--- config.mk ---
export PLATFORM = sky130hd
export DESIGN_NAME = cache_axi_rd_bridge
export DESIGN_NICKNAME = d
export VERILOG_FILES = /design/src/rtl/cache_axi_rd_bridge_pkg.sv /design/src/rtl/cache_axi_rd_bridge.sv
export SDC_FILE = /design/constraint.sdc
export NUM_CORES = 1
export LEC_CHECK = 0
export BUFFER_PORTS_ARGS = -buffer_cell sky130_fd_sc_hd__buf_4
export CAP_MARGIN = 20
export CORE_MARGIN = 2
export CORE_UTILIZATION = 38
export DETAILED_ROUTE_END_ITERATION = 6
export HOLD_SLACK_MARGIN = 0.1
export PLACE_DENSITY = 0.79
export SLEW_MARGIN = 20
export SYNTH_ARGS = -nofsm -noshare
export SYNTH_HDL_FRONTEND = slang
export SYNTH_SLANG_ARGS = --single-unit
--- constraint.sdc ---
create_clock -name clock -period 1.8 [get_ports clock]
set_clock_uncertainty 0.15 [all_clocks]
set_input_delay 0.36 -clock clock [delete_from_list [all_inputs] [get_ports clock]]
set_output_delay 0.36 -clock clock [all_outputs]
set_load 0.005 [all_outputs]
--- src/rtl/cache_axi_rd_bridge_pkg.sv ---
// Shared definitions for the cache refill read bridge: request type codes,
// AXI4 read-channel constants, FSM state encoding and request decode helpers.
package cache_axi_rd_bridge_pkg;

  localparam logic [2:0] RD_BYTE = 3'b000;
  localparam logic [2:0] RD_HALF = 3'b001;
  localparam logic [2:0] RD_WORD = 3'b010;
  localparam logic [2:0] RD_LINE = 3'b100;

  localparam logic [1:0] BURST_INCR = 2'b01;
  localparam logic [2:0] SIZE_1     = 3'd0;
  localparam logic [2:0] SIZE_2     = 3'd1;
  localparam logic [2:0] SIZE_4     = 3'd2;
  localparam logic [1:0] RESP_OKAY  = 2'b00;

  typedef enum logic [1:0] {
    S_IDLE = 2'd0,
    S_AR   = 2'd1,
    S_R    = 2'd2
  } state_e;

  // Beats minus one: a line is four words, everything else a single beat.
  function automatic logic [1:0] type_len(input logic [2:0] rd_type);
    return (rd_type == RD_LINE) ? 2'd3 : 2'd0;
  endfunction

  // Reserved encodings fall through to a full word access.
  function automatic logic [2:0] type_size(input logic [2:0] rd_type);
    logic [2:0] size;
    case (rd_type)
      RD_BYTE:          size = SIZE_1;
      RD_HALF:          size = SIZE_2;
      RD_WORD, RD_LINE: size = SIZE_4;
      default:          size = SIZE_4;
    endcase
    return size;
  endfunction

endpackage

--- src/rtl/cache_axi_rd_bridge.sv ---
// Cache refill read bridge: one cache read request becomes one AXI4 read burst.
// Define CACHE_AXI_RD_RET_REG_EN to register the ret_* outputs (+1 cycle per word).
module cache_axi_rd_bridge
  import cache_axi_rd_bridge_pkg::*;
#(
  parameter int AXI_ID   = 0,
  parameter int ID_WIDTH = 4
) (
  input  logic                clock,
  input  logic                reset,

  input  logic                rd_req,
  input  logic [2:0]          rd_type,
  input  logic [31:0]         rd_addr,
  output logic                rd_rdy,
  output logic                ret_valid,
  output logic                ret_last,
  output logic [31:0]         ret_data,

  output logic [ID_WIDTH-1:0] arid,
  output logic [31:0]         araddr,
  output logic [7:0]          arlen,
  output logic [2:0]          arsize,
  output logic [1:0]          arburst,
  output logic                arvalid,
  input  logic                arready,

  input  logic [ID_WIDTH-1:0] rid,
  input  logic [31:0]         rdata,
  input  logic [1:0]          rresp,
  input  logic                rlast,
  input  logic                rvalid,
  output logic                rready,

  output logic                resp_err
);

  state_e      r_state;
  logic        r_rd_rdy;
  logic        r_arvalid;
  logic        r_rready;
  logic        r_resp_err;
  logic [31:0] r_araddr;
  logic [7:0]  r_arlen;
  logic [2:0]  r_arsize;
  logic [1:0]  r_len;
  logic [1:0]  r_beat_cnt;

  logic        w_beat;
  logic        w_last_beat;
  logic        w_beat_err;
  logic        w_unused_rid;

  // rready is only ever high in R; masking with reset drops a beat in the reset cycle.
  assign w_beat      = r_rready & rvalid & ~reset;
  assign w_last_beat = (r_beat_cnt == r_len);
  assign w_beat_err  = (rresp != RESP_OKAY) | (rlast != w_last_beat);
  assign w_unused_rid = ^rid;

  // NOTE: sequential state uses non-blocking assignments only, so every register
  // samples the pre-edge value of its neighbours regardless of statement order.
  always_ff @(posedge clock) begin
    if (reset) begin
      r_state    <= S_IDLE;
      r_rd_rdy   <= 1'b1;
      r_arvalid  <= 1'b0;
      r_rready   <= 1'b0;
      r_resp_err <= 1'b0;
      r_araddr   <= '0;
      r_arlen    <= '0;
      r_arsize   <= '0;
      r_len      <= '0;
      r_beat_cnt <= '0;
    end else begin
      case (r_state)
        S_IDLE: begin
          if (rd_req) begin
            r_araddr   <= rd_addr;
            r_arlen    <= {6'd0, type_len(rd_type)};
            r_arsize   <= type_size(rd_type);
            r_len      <= type_len(rd_type);
            r_beat_cnt <= 2'd0;
            r_arvalid  <= 1'b1;
            r_rd_rdy   <= 1'b0;
            r_state    <= S_AR;
          end
        end
        S_AR: begin
          if (arready) begin
            r_arvalid <= 1'b0;
            r_rready  <= 1'b1;
            r_state   <= S_R;
          end
        end
        S_R: begin
          if (w_beat) begin
            r_beat_cnt <= r_beat_cnt + 2'd1;
            if (w_beat_err) r_resp_err <= 1'b1;
            // Termination follows the local beat count, never the slave's rlast.
            if (w_last_beat) begin
              r_rready <= 1'b0;
              r_rd_rdy <= 1'b1;
              r_state  <= S_IDLE;
            end
          end
        end
        default: begin
          r_state   <= S_IDLE;
          r_rd_rdy  <= 1'b1;
          r_arvalid <= 1'b0;
          r_rready  <= 1'b0;
        end
      endcase
    end
  end

`ifdef CACHE_AXI_RD_RET_REG_EN
  logic        r_ret_valid;
  logic        r_ret_last;
  logic [31:0] r_ret_data;

  always_ff @(posedge clock) begin
    if (reset) begin
      r_ret_valid <= 1'b0;
      r_ret_last  <= 1'b0;
      r_ret_data  <= '0;
    end else begin
      r_ret_valid <= w_beat;
      r_ret_last  <= w_beat & w_last_beat;
      r_ret_data  <= w_beat ? rdata : '0;
    end
  end

  assign ret_valid = r_ret_valid;
  assign ret_last  = r_ret_last;
  assign ret_data  = r_ret_data;
`else
  assign ret_valid = w_beat;
  assign ret_last  = w_beat & w_last_beat;
  assign ret_data  = w_beat ? rdata : '0;
`endif

  assign rd_rdy   = r_rd_rdy;
  assign arid     = ID_WIDTH'(AXI_ID);
  assign araddr   = r_araddr;
  assign arlen    = r_arlen;
  assign arsize   = r_arsize;
  assign arburst  = BURST_INCR;
  assign arvalid  = r_arvalid;
  assign rready   = r_rready;
  assign resp_err = r_resp_err;

endmodule

==> out/qor_table.md, run 1 <==
| Item | Reported |
|:---|:---|
| Global Route Usage Sum | 0.194 |
| Most used DFF post-synth | sky130_fd_sc_hd__dfxtp_1 |
| DP Wirelength | 4480 microns |
| Horiz. Die Dim | 76.5 microns |
| Worst hold margin | 163 ps |
| GP Congestion | 0.769 |
| Syn Area/Cell | 8.00 sq um |
| Worst endpoint required time | 1290 ps |
| Initial antenna violation count | 0 |
| Final Non-Filler Cells | 467 |
| Synth top cells by count | sky130_fd_sc_hd__nand2_1, sky130_fd_sc_hd__dfxtp_1, sky130_fd_sc_hd__a21oi_1 |
| Leakage power summed over all cells | 1.60 nW |
| Core region area | 0.00511 sq mm |
| Number of nets with antenna violations after routing | 0 |
| Root buffer cell | sky130_fd_sc_hd__clkbuf_8 |
| R2R depth | 6 |
| Path category of the worst min-delay check | input port to flop |
| Worst hold path stage count | 3 |
| Max cap viols | 0 |
| Number of cell rows | 26 |
| Seq/Total Area, Yosys | 0.431 |
| Post-detailed-route DRC marker count | 0 |
| Vertical die dimension | 76.5 microns |
| Portion of synthesized cell area occupied by the leading cell type | 0.431 |
| First-iteration detailed-routing DRC count | 49 |
| Post-synthesis cell type count | 34 |
| Worst R2R Setup Slack | 240 ps |
| Pre-antenna DRT Iters | 4 |
| Most area-consuming cells after synthesis | sky130_fd_sc_hd__dfxtp_1, sky130_fd_sc_hd__nand2_1, sky130_fd_sc_hd__and2_1, sky130_fd_sc_hd__a21oi_1, sky130_fd_sc_hd__buf_4 |
| CTS sink cnt | 43 |
| Area Overhead vs Synth | 60.4% |
| Clock transition time at the flip-flop clock pins of the worst setup and hold paths | 80 ps |
| Share of synthesized flip-flops with an asynchronous set or reset | 0 |
| Total number of vias | 2109 |
| Violations in the final reports | setup timing |
| Synth warn | 0 |
| End of the worst register-to-register path | rd_rdy |
| Initial standard-cell utilization of the core | 0.391 |
| Die area | 0.00586 sq mm |
| Final hold violations | 0 |
| Setup ws final | -21.7 ps |
| VDD IR-drop max | 0.000459 V |
| Count of antenna diodes in the layout | 0 |
| Worst setup path start | rready |
| Number of buffers on the longest clock path | 2 |
| Peak clock frequency supported by timing | 549 MHz |
| CTS H-tree lvls | 2 |
| Dominant cell by count in the synthesized netlist | sky130_fd_sc_hd__nand2_1 |
| Arrival time at the worst endpoint | 1310 ps |
| Start point of the worst min-delay path | rd_addr[2] |
| TritonCTS clock tree | yes |
| Number of placed I/O pins | 166 |
| Setup CP Type | flop to primary output |
| Wire length per cell | 12.6 microns |
| Unrepaired setup endpoints after global routing | yes |
| Worst setup timing slack at the placement stage | 97.7 ps |
| Worst Setup End Kind | primary output |
| Post-route setup TNS | -23.5 ps |
| Total power after layout | 2.16 mW |
| Number of enable flip-flop cells after synthesis | 0 |
| Number of fill cells in the layout | 487 |
| Total setup violations reported at the end of the flow | 2 |
| Insertion delay of the later-clocked pin in the worst-skew pair | 280 ps |
| Fraction of layout instances using a drive strength above 1 | 0.446 |
| Wire length of the first global-routing pass | 9320 microns |
| Number of global-route vias before repair | 1967 |
| Number of nets in the layout | 475 |
| Reg2Reg Launch Point | r_len[0] |
| Status | finished with violations |
| Placed Instances | 457 |
| Final period demand of the worst path | 1820 ps |
| Hold bufs inserted after CTS | 0 |
| TritonCTS buffer count | 5 |
| Synthesis-stage register bit count | 43 |
| Pin count of the biggest net entering global routing | 42 |
| Fin crit share | 1.01 |
| Post-synthesis instance area | 0.00200 sq mm |
| Critical Path Start Type | flop |
| Cell count after synthesis | 250 |
| Largest fanout on the critical path | 36 |
| Final core utilization | 0.628 |
| Final cell area excluding filler cells | 0.00321 sq mm |
| Cell accounting for the most synthesized area | sky130_fd_sc_hd__dfxtp_1 |
| Final Max Tran Viols | 0 |
| Placed standard-cell area | 0.00309 sq mm |
| Routed Wire Length | 5880 microns |
| Power per Cell Area | 672 mW/mm^2 |
| Aggregate global routing overflow | 0 |
| Vias per cell | 4.52 |
| Number of I/O port buffers | 148 |
| End point of the worst hold path | araddr[2] |
cells by family after synthesis:
logic type / synth area share
and+or+nand+nor: 0.300
AOI/OAI and AO/OA: 0.138
DFF: 0.431
buffers and inverters: 0.116
other: 0.00376
xor gates and xnor gates: 0.00438
muxes: 0.00751
worst max-delay path, stage by stage, from the launching register on:
cell and delay [ps]:
sky130_fd_sc_hd__dfxtp_1 340, sky130_fd_sc_hd__and3b_1 210, sky130_fd_sc_hd__buf_12 170, sky130_fd_sc_hd__and2_1 180, sky130_fd_sc_hd__buf_4 130
what timing repair did:
action                                  in CTS  in global routing
setup buffers                                1                  1
pin swaps                                    1                  1
endpoints found under the setup margin       3                 30
resized for setup                            2                  4
cell type report:
cell class / count / area [sq um] / share of cell area
well taps: 70 / 87.6 / 0.0273
flip-flops and latches: 43 / 865 / 0.270
clock inverters: 2 / 12.5 / 0.00390
repair buffers: 158 / 1200 / 0.374
inverters: 2 / 7.51 / 0.00234
multi-input cells: 186 / 963 / 0.300
clock buffers: 6 / 72.6 / 0.0226
sequential cells by signal (all words and copies together), names as in the netlist:
| name | count |
|---|---|
| r_state | 2 |
| rready | 1 |
| rd_rdy | 1 |
| resp_err | 1 |
| arsize | 2 |
| arvalid | 1 |
| r_beat_cnt | 2 |
| araddr | 32 |
| r_len | 1 |
where the power goes:
part           internal [mW]  leakage (nW)  switching, mW  total, mW
Clock                  0.271        0.0412          0.315      0.587
Combinational          0.296          1.20          0.217      0.514
Sequential              1.02         0.354         0.0395       1.06
routing by layer:
metal / GRT usage / routed length [microns] / part of all wire / up-vias
li1: - / - / - / 1064
met4: 0.0436 / 53 / 0.0090 / 0
met3: 0.0675 / 505 / 0.086 / 7
met2: 0.363 / 3090 / 0.53 / 92
met5: 0 / 0 / 0 / -
met1: 0.210 / 2230 / 0.38 / 946
layout by cell type (no fill, tap or decap), types with 2 or more instances in the layout:
cell,Yosys,final
sky130_fd_sc_hd__a21o_1,2,2
sky130_fd_sc_hd__a21oi_1,36,36
sky130_fd_sc_hd__and2_1,34,32
sky130_fd_sc_hd__and2_4,0,2
sky130_fd_sc_hd__buf_4,15,157
sky130_fd_sc_hd__clkbuf_8,0,5
sky130_fd_sc_hd__conb_1,2,13
sky130_fd_sc_hd__dfxtp_1,43,42
sky130_fd_sc_hd__inv_1,2,2
sky130_fd_sc_hd__nand2_1,68,68
sky130_fd_sc_hd__nand3_1,3,3
sky130_fd_sc_hd__nor2_1,6,6
sky130_fd_sc_hd__nor2_2,2,2
sky130_fd_sc_hd__nor2b_1,2,2
worst max-delay path by stage:
stage / depth (start not counted) / to / slack (ps)
2_1_floorplan: 5 / ret_data[0] / 150
3_3_place_gp: 5 / ret_data[8] / 100
3_5_place_dp: 5 / ret_data[8] / 100
4_1_cts: 4 / ret_last / -10
5_1_grt: 4 / ret_data[7] / -60
6_report: 4 / ret_data[7] / -20
Power figures use the tool's default switching activity.
==> run 2, diff against run 1 <==
Settings changed: PLACE_DENSITY 0.79 to 0.76, SKIP_LAST_GASP set to 1.
==> out/qor_table.md, run 2 (same netlist as run 1, synthesis figures left out) <==
| Item | Reported |
|:---|:---|
| Routed Wire Length | 5740 microns |
| Final Non-Filler Cells | 470 |
| Core region area | 0.00511 sq mm |
| Setup CP Type | flop to primary output |
| Unrepaired setup endpoints after global routing | yes |
| Switching pwr | 0.568 mW |
| Max cap viols | 0 |
| Horiz. Die Dim | 76.5 microns |
| Final Max Tran Viols | 0 |
| Reg2Reg Launch Point | r_len[0] |
| GP Congestion | 0.725 |
| Setup ws final | -57.4 ps |
| Final hold violations | 0 |
| Post-route setup TNS | -810 ps |
| Worst R2R Setup Slack | 140 ps |
| Vertical die dimension | 76.5 microns |
| Post-detailed-route DRC marker count | 0 |
| Violations in the final reports | setup timing |
| Share of total power consumed by net switching | 0.254 |
| Part of the power in combinational logic | 0.230 |
| TritonCTS clock tree | yes |
| Area Overhead vs Synth | 63.3% |
| Worst setup path start | rready |
| Die area | 0.00586 sq mm |
| Insertion delay of the later-clocked pin in the worst-skew pair | 280 ps |
| Worst Setup End Kind | primary output |
| Placed standard-cell area | 0.00308 sq mm |
| Leakage power summed over all cells | 1.62 nW |
| Worst hold margin | 162 ps |
| First-iteration detailed-routing DRC count | 62 |
| Number of cell rows | 26 |
| End of the worst register-to-register path | rready |
| Leading cell type in the layout, fill and taps excluded | sky130_fd_sc_hd__buf_4 |
| Final period demand of the worst path | 1860 ps |
| Clock transition time at the flip-flop clock pins of the worst setup and hold paths | 80 ps |
| Number of fill cells in the layout | 441 |
| Final cell area excluding filler cells | 0.00327 sq mm |
| Hold bufs inserted after CTS | 0 |
| Start point of the worst min-delay path | rd_addr[2] |
| Power per Cell Area | 685 mW/mm^2 |
| Path category of the worst min-delay check | input port to flop |
| Count of antenna diodes in the layout | 0 |
| Fraction of layout instances using a drive strength above 1 | 0.453 |
| Global Route Usage Sum | 0.182 |
| Largest fanout on the critical path | 17 |
| Most used cells in the layout excluding fill and tap cells | sky130_fd_sc_hd__buf_4, sky130_fd_sc_hd__nand2_1, sky130_fd_sc_hd__dfxtp_1 |
| TritonCTS buffer count | 5 |
| Peak clock frequency supported by timing | 538 MHz |
| Wire length of the first global-routing pass | 8720 microns |
| Number of global-route vias before repair | 1849 |
| R2R depth | 7 |
| VDD IR-drop max | 0.000525 V |
| Worst endpoint required time | 1290 ps |
| Total number of vias | 2075 |
| Initial antenna violation count | 0 |
| Fin crit share | 1.03 |
| Placed Instances | 456 |
| Worst Setup EP | ret_data[0] |
| Wire length per cell | 12.2 microns |
| Sequential share of power | 0.473 |
| Number of placed I/O pins | 166 |
| Worst setup timing slack at the placement stage | 143 ps |
| Number of buffers on the longest clock path | 2 |
| Number of I/O port buffers | 148 |
| Initial standard-cell utilization of the core | 0.391 |
| Total setup violations reported at the end of the flow | 33 |
| Part of the total power dissipated in the clock network | 0.297 |
| Cell with the largest stage delay on the worst path | sky130_fd_sc_hd__dfxtp_4 |
| Status | finished with violations |
| Aggregate global routing overflow | 0 |
| Total power after layout | 2.24 mW |
| Vias per cell | 4.41 |
| Critical Path Max Stage Delay | 350 ps |
| Flip-flop count of the largest register, all copies and words added | 32 |
| Ordered cell list for the critical path | and3b_2, clkbuf_16, and2_1, buf_4 |
| CTS sink cnt | 43 |
| Number of nets with antenna violations after routing | 0 |
| Arrival time at the worst endpoint | 1350 ps |
| CTS H-tree lvls | 2 |
| Root buffer cell | sky130_fd_sc_hd__clkbuf_8 |
| Int Pwr | 1.67 mW |
| Critical Path Start Type | flop |
| Pre-antenna DRT Iters | 4 |
| DP Wirelength | 4140 microns |
| Final core utilization | 0.639 |
| Pin count of the biggest net entering global routing | 42 |
| Number of nets in the layout | 478 |
-- run 2: cell types whose count changed in the layout (fill, tap and decap cells not counted), sizes merged --
cell    before  now
clkbuf       6    8
clkinv       1    0
buf        158  160
-- run 2: final cells by class --
cell class              instances  area, sq um  share of cell area
flip-flops and latches         43          868               0.266
clock inverters                 1         7.51             0.00230
inverters                       2         7.51             0.00230
clock buffers                   7         96.3              0.0295
multi-input cells             186          960               0.294
well taps                      70         87.6              0.0268
repair buffers                161         1240               0.379
-- run 2: power by group through the flow --
| stage | clock [mW] | sequential (mW) | combinational (mW) |
|---|---|---|---|
| 4_1_cts | 0.694 | 1.06 | 0.499 |
| 2_1_floorplan | 0 | 1.09 | 0.233 |
| 6_report | 0.663 | 1.06 | 0.515 |
| 3_3_place_gp | 0 | 1.08 | 0.490 |
| 5_1_grt | 0.733 | 1.07 | 0.565 |
| 3_5_place_dp | 0 | 1.08 | 0.497 |
-- run 2: how the worst min path moves through the flow --
stage                 endpoint  slack, ps  cells after the start
floorplan            arsize[0]        300                      2
global placement     araddr[4]        290                      2
detailed placement  araddr[21]        300                      2
CTS                  araddr[3]        150                      3
global route        araddr[14]        150                      3
finish               araddr[2]        160                      3
-- run 2: worst max-delay path: cells and delay by family, from the launching register on --
kind	cells	cell delay, ps
buffers and inverters	2	310
DFF	1	350
and+or+nand+nor	2	410
-- run 2: per-layer routing --
layer	up-vias	GRT usage	part of all wire
met4	0	0.0564	0.014
li1	1071	-	-
met1	905	0.197	0.38
met3	7	0.0557	0.080
met2	92	0.336	0.53
met5	-	0	0
-- run 2: what timing repair did --
item,4_1_cts,5_1_grt
setup buffers,1,4
endpoints found under the setup margin,33,33
cloned,0,1
gates resized for setup,2,5
endpoints found under the hold margin,0,0
pin swaps,1,3
==> run 3, diff against run 2 <==
Settings changed: ABC_AREA set to 1, CORE_UTILIZATION 38 to 39, PLACE_DENSITY 0.76 to 0.77.
==> out/qor_table.md, run 3 <==
| Item | Reported |
|:---|:---|
| Post-synthesis instance area | 0.00205 sq mm |
| Insertion delay of the later-clocked pin in the worst-skew pair | 290 ps |
| Number of fill cells in the layout | 425 |
| Wire length of the first global-routing pass | 9790 microns |
| Wire length per cell | 12.3 microns |
| Setup CP Type | flop to primary output |
| End point of the worst hold path | araddr[17] |
| Crit-path most repeated cell | sky130_fd_sc_hd__nor2_4 |
| Count of antenna diodes in the layout | 0 |
| Part of the total power dissipated in the clock network | 0.218 |
| Clock transition time at the flip-flop clock pins of the worst setup and hold paths | 80 ps |
| Start point of the worst min-delay path | rd_addr[17] |
| DP Wirelength | 4390 microns |
| Syn Area/Cell | 6.76 sq um |
| Number of cell rows | 26 |
| Critical Path Max Stage Delay | 340 ps |
| VDD IR-drop max | 0.000510 V |
| Pin count of the biggest net entering global routing | 22 |
| CTS sink cnt | 43 |
| Worst setup timing slack at the placement stage | 82.1 ps |
| Synth warn | 0 |
| Fraction of layout instances using a drive strength above 1 | 0.474 |
| Worst hold path stage count | 3 |
| Status | finished with violations |
| Share of synthesized flip-flops with an asynchronous set or reset | 0 |
| Global Route Usage Sum | 0.201 |
| Share of total power consumed by net switching | 0.320 |
| Leakage power summed over all cells | 1.81 nW |
| Core region area | 0.00511 sq mm |
| Hold bufs inserted after CTS | 0 |
| Number of placed I/O pins | 166 |
| Switching pwr | 0.847 mW |
| Arrival time at the worst endpoint | 1300 ps |
| Horiz. Die Dim | 76.6 microns |
| Power per Cell Area | 745 mW/mm^2 |
| Most used DFF post-synth | sky130_fd_sc_hd__dfxtp_1 |
| First-iteration detailed-routing DRC count | 91 |
| Total number of vias | 2355 |
| Sequential share of power | 0.444 |
| Max cap viols | 0 |
| Largest fanout on the critical path | 8 |
| Worst R2R Setup Slack | 70 ps |
| Ordered cell list for the critical path | inv_2, nor2_4, buf_12, nand2_8, nor2_4, buf_6 |
| Initial standard-cell utilization of the core | 0.402 |
| TritonCTS clock tree | yes |
| Root buffer cell | sky130_fd_sc_hd__clkbuf_8 |
| Path category of the worst min-delay check | input port to flop |
| Worst setup path start | rready |
| Critical path buffers and inverters | 3 |
| Seq/Total Area, Yosys | 0.419 |
| Fin crit share | 1.00 |
| Setup ws final | -6.96 ps |
| Routed Wire Length | 6490 microns |
| Worst endpoint required time | 1290 ps |
| R2R depth | 12 |
| Leading cell type in the layout, fill and taps excluded | sky130_fd_sc_hd__buf_4 |
| Post-detailed-route DRC marker count | 0 |
| Dominant cell by count in the synthesized netlist | sky130_fd_sc_hd__nor2_1 |
| Flip-flop count of the largest register, all copies and words added | 32 |
| Area Overhead vs Synth | 73.1% |
| Part of the power in combinational logic | 0.338 |
| Synthesis-stage register bit count | 43 |
| Worst Setup End Kind | primary output |
| Reg2Reg Launch Point | rready |
| Vertical die dimension | 76.6 microns |
| Critical Path Start Type | flop |
| Number of buffers on the longest clock path | 2 |
| Number of global-route vias before repair | 2086 |
| Initial antenna violation count | 0 |
| TritonCTS buffer count | 5 |
| Int Pwr | 1.80 mW |
| Portion of synthesized cell area occupied by the leading cell type | 0.419 |
| Vias per cell | 4.48 |
| Placed Instances | 511 |
| Post-synthesis cell type count | 25 |
| Cell accounting for the most synthesized area | sky130_fd_sc_hd__dfxtp_1 |
| Final hold violations | 0 |
| Final period demand of the worst path | 1810 ps |
| Most used cells in the layout excluding fill and tap cells | sky130_fd_sc_hd__buf_4, sky130_fd_sc_hd__nor2_1, sky130_fd_sc_hd__dfxtp_1 |
| Peak clock frequency supported by timing | 553 MHz |
| Aggregate global routing overflow | 0 |
| Final Max Tran Viols | 0 |
| Most area-consuming cells after synthesis | sky130_fd_sc_hd__dfxtp_1, sky130_fd_sc_hd__nor2_1, sky130_fd_sc_hd__o21ai_0, sky130_fd_sc_hd__inv_1, sky130_fd_sc_hd__buf_4 |
| Die area | 0.00586 sq mm |
| CTS H-tree lvls | 2 |
| Unrepaired setup endpoints after global routing | yes |
| Pre-antenna DRT Iters | 4 |
| Cell with the largest stage delay on the worst path | sky130_fd_sc_hd__dfxtp_2 |
| End of the worst register-to-register path | rready |
| GP Congestion | 0.759 |
| Synth top cells by count | sky130_fd_sc_hd__nor2_1, sky130_fd_sc_hd__dfxtp_1, sky130_fd_sc_hd__inv_1 |
| Number of nets in the layout | 536 |
| Number of enable flip-flop cells after synthesis | 0 |
| Delay-heaviest family, CP | flip-flops |
| Violations in the final reports | setup timing |
| Final Non-Filler Cells | 526 |
| Total setup violations reported at the end of the flow | 2 |
| Number of nets with antenna violations after routing | 0 |
| Cell count after synthesis | 304 |
| Post-route setup TNS | -9.60 ps |
| Number of I/O port buffers | 148 |
==> run 3: cell count changes after synthesis, sizes merged, moves of 3 or more <==
cell / delta
inv: +43
nor2: +100
nand2: -51
nand3: +4
nand4: +3
and2: -34
o21ai: +37
a21oi: -30
==> run 3: cell families (layout without fill, tap and decap cells) <==
logic type      Yosys count  count (layout)  share of synthesized area
compound gates           46              46                      0.116
buf+inv                  73             209                      0.179
flops                    43              43                      0.419
other cells               2              13                    0.00366
simple gates            140             145                      0.282
==> run 3: per-stage QoR <==
step	cell area (sq um)	power, mW	hold slack, ps	utilization
detailed placement	3150	2.03	298	0.617
global placement	3150	2.01	291	0.617
floorplan	2100	1.64	279	-
finish	3560	2.65	160	0.696
CTS	3300	2.63	153	0.647
global route	3560	2.83	154	0.696
==> run 3: power groups by stage <==
stage | clock (mW) | combinational [mW] | sequential, mW
2_1_floorplan | 0 | 0.439 | 1.20
3_3_place_gp | 0 | 0.820 | 1.19
3_5_place_dp | 0 | 0.833 | 1.20
4_1_cts | 0.600 | 0.855 | 1.18
5_1_grt | 0.635 | 1.00 | 1.20
6_report | 0.577 | 0.895 | 1.18
==> run 3: layer usage <==
metal,share of wire,global-route usage
met5,0,0
met4,0.020,0.0509
met3,0.073,0.0711
met2,0.52,0.350
met1,0.39,0.236
==> run 3: how the worst max path moves through the flow <==
stage                              end  slack (ps)  depth (start not counted)
after floorplan           ret_data[16]         410                          4
after global placement        ret_last          90                          5
after detailed placement      ret_last          80                          5
after CTS                     ret_last           5                          6
after global routing      ret_data[19]         -70                          6
final                     ret_data[19]          -7                          6
==> run 3: final cells by class <==
| cell class | instances | area (sq um) | share of cell area |
|---|---|---|---|
| timing repair buffer | 158 | 1210 | 0.342 |
| clock inverter | 1 | 7.51 | 0.00211 |
| tap | 70 | 87.6 | 0.0246 |
| multi-input combinational | 204 | 1150 | 0.322 |
| clock buffer | 5 | 68.8 | 0.0194 |
| inverter | 45 | 169 | 0.0475 |
| sequential | 43 | 862 | 0.242 |
==> run 3: what timing repair did <==
item,4_1_cts,5_1_grt
setup endpoints to repair,34,34
gates resized for setup,4,57
setup buffers,2,2
pin swaps,2,3
gates cloned,2,3
==> run 3: worst register-to-register path, cell delays in order (launching register included) <==
cell and delay, ps:
sky130_fd_sc_hd__dfxtp_2 340, sky130_fd_sc_hd__inv_2 40, sky130_fd_sc_hd__nor2_4 90, sky130_fd_sc_hd__buf_12 190, sky130_fd_sc_hd__nand2_8 110, sky130_fd_sc_hd__buf_4 150
sky130_fd_sc_hd__buf_4 140, sky130_fd_sc_hd__nand2_2 60, sky130_fd_sc_hd__nand2_2 70, sky130_fd_sc_hd__nor2_2 130, sky130_fd_sc_hd__nand2_1 60, sky130_fd_sc_hd__nand2_1 50
sky130_fd_sc_hd__nand2_1 40
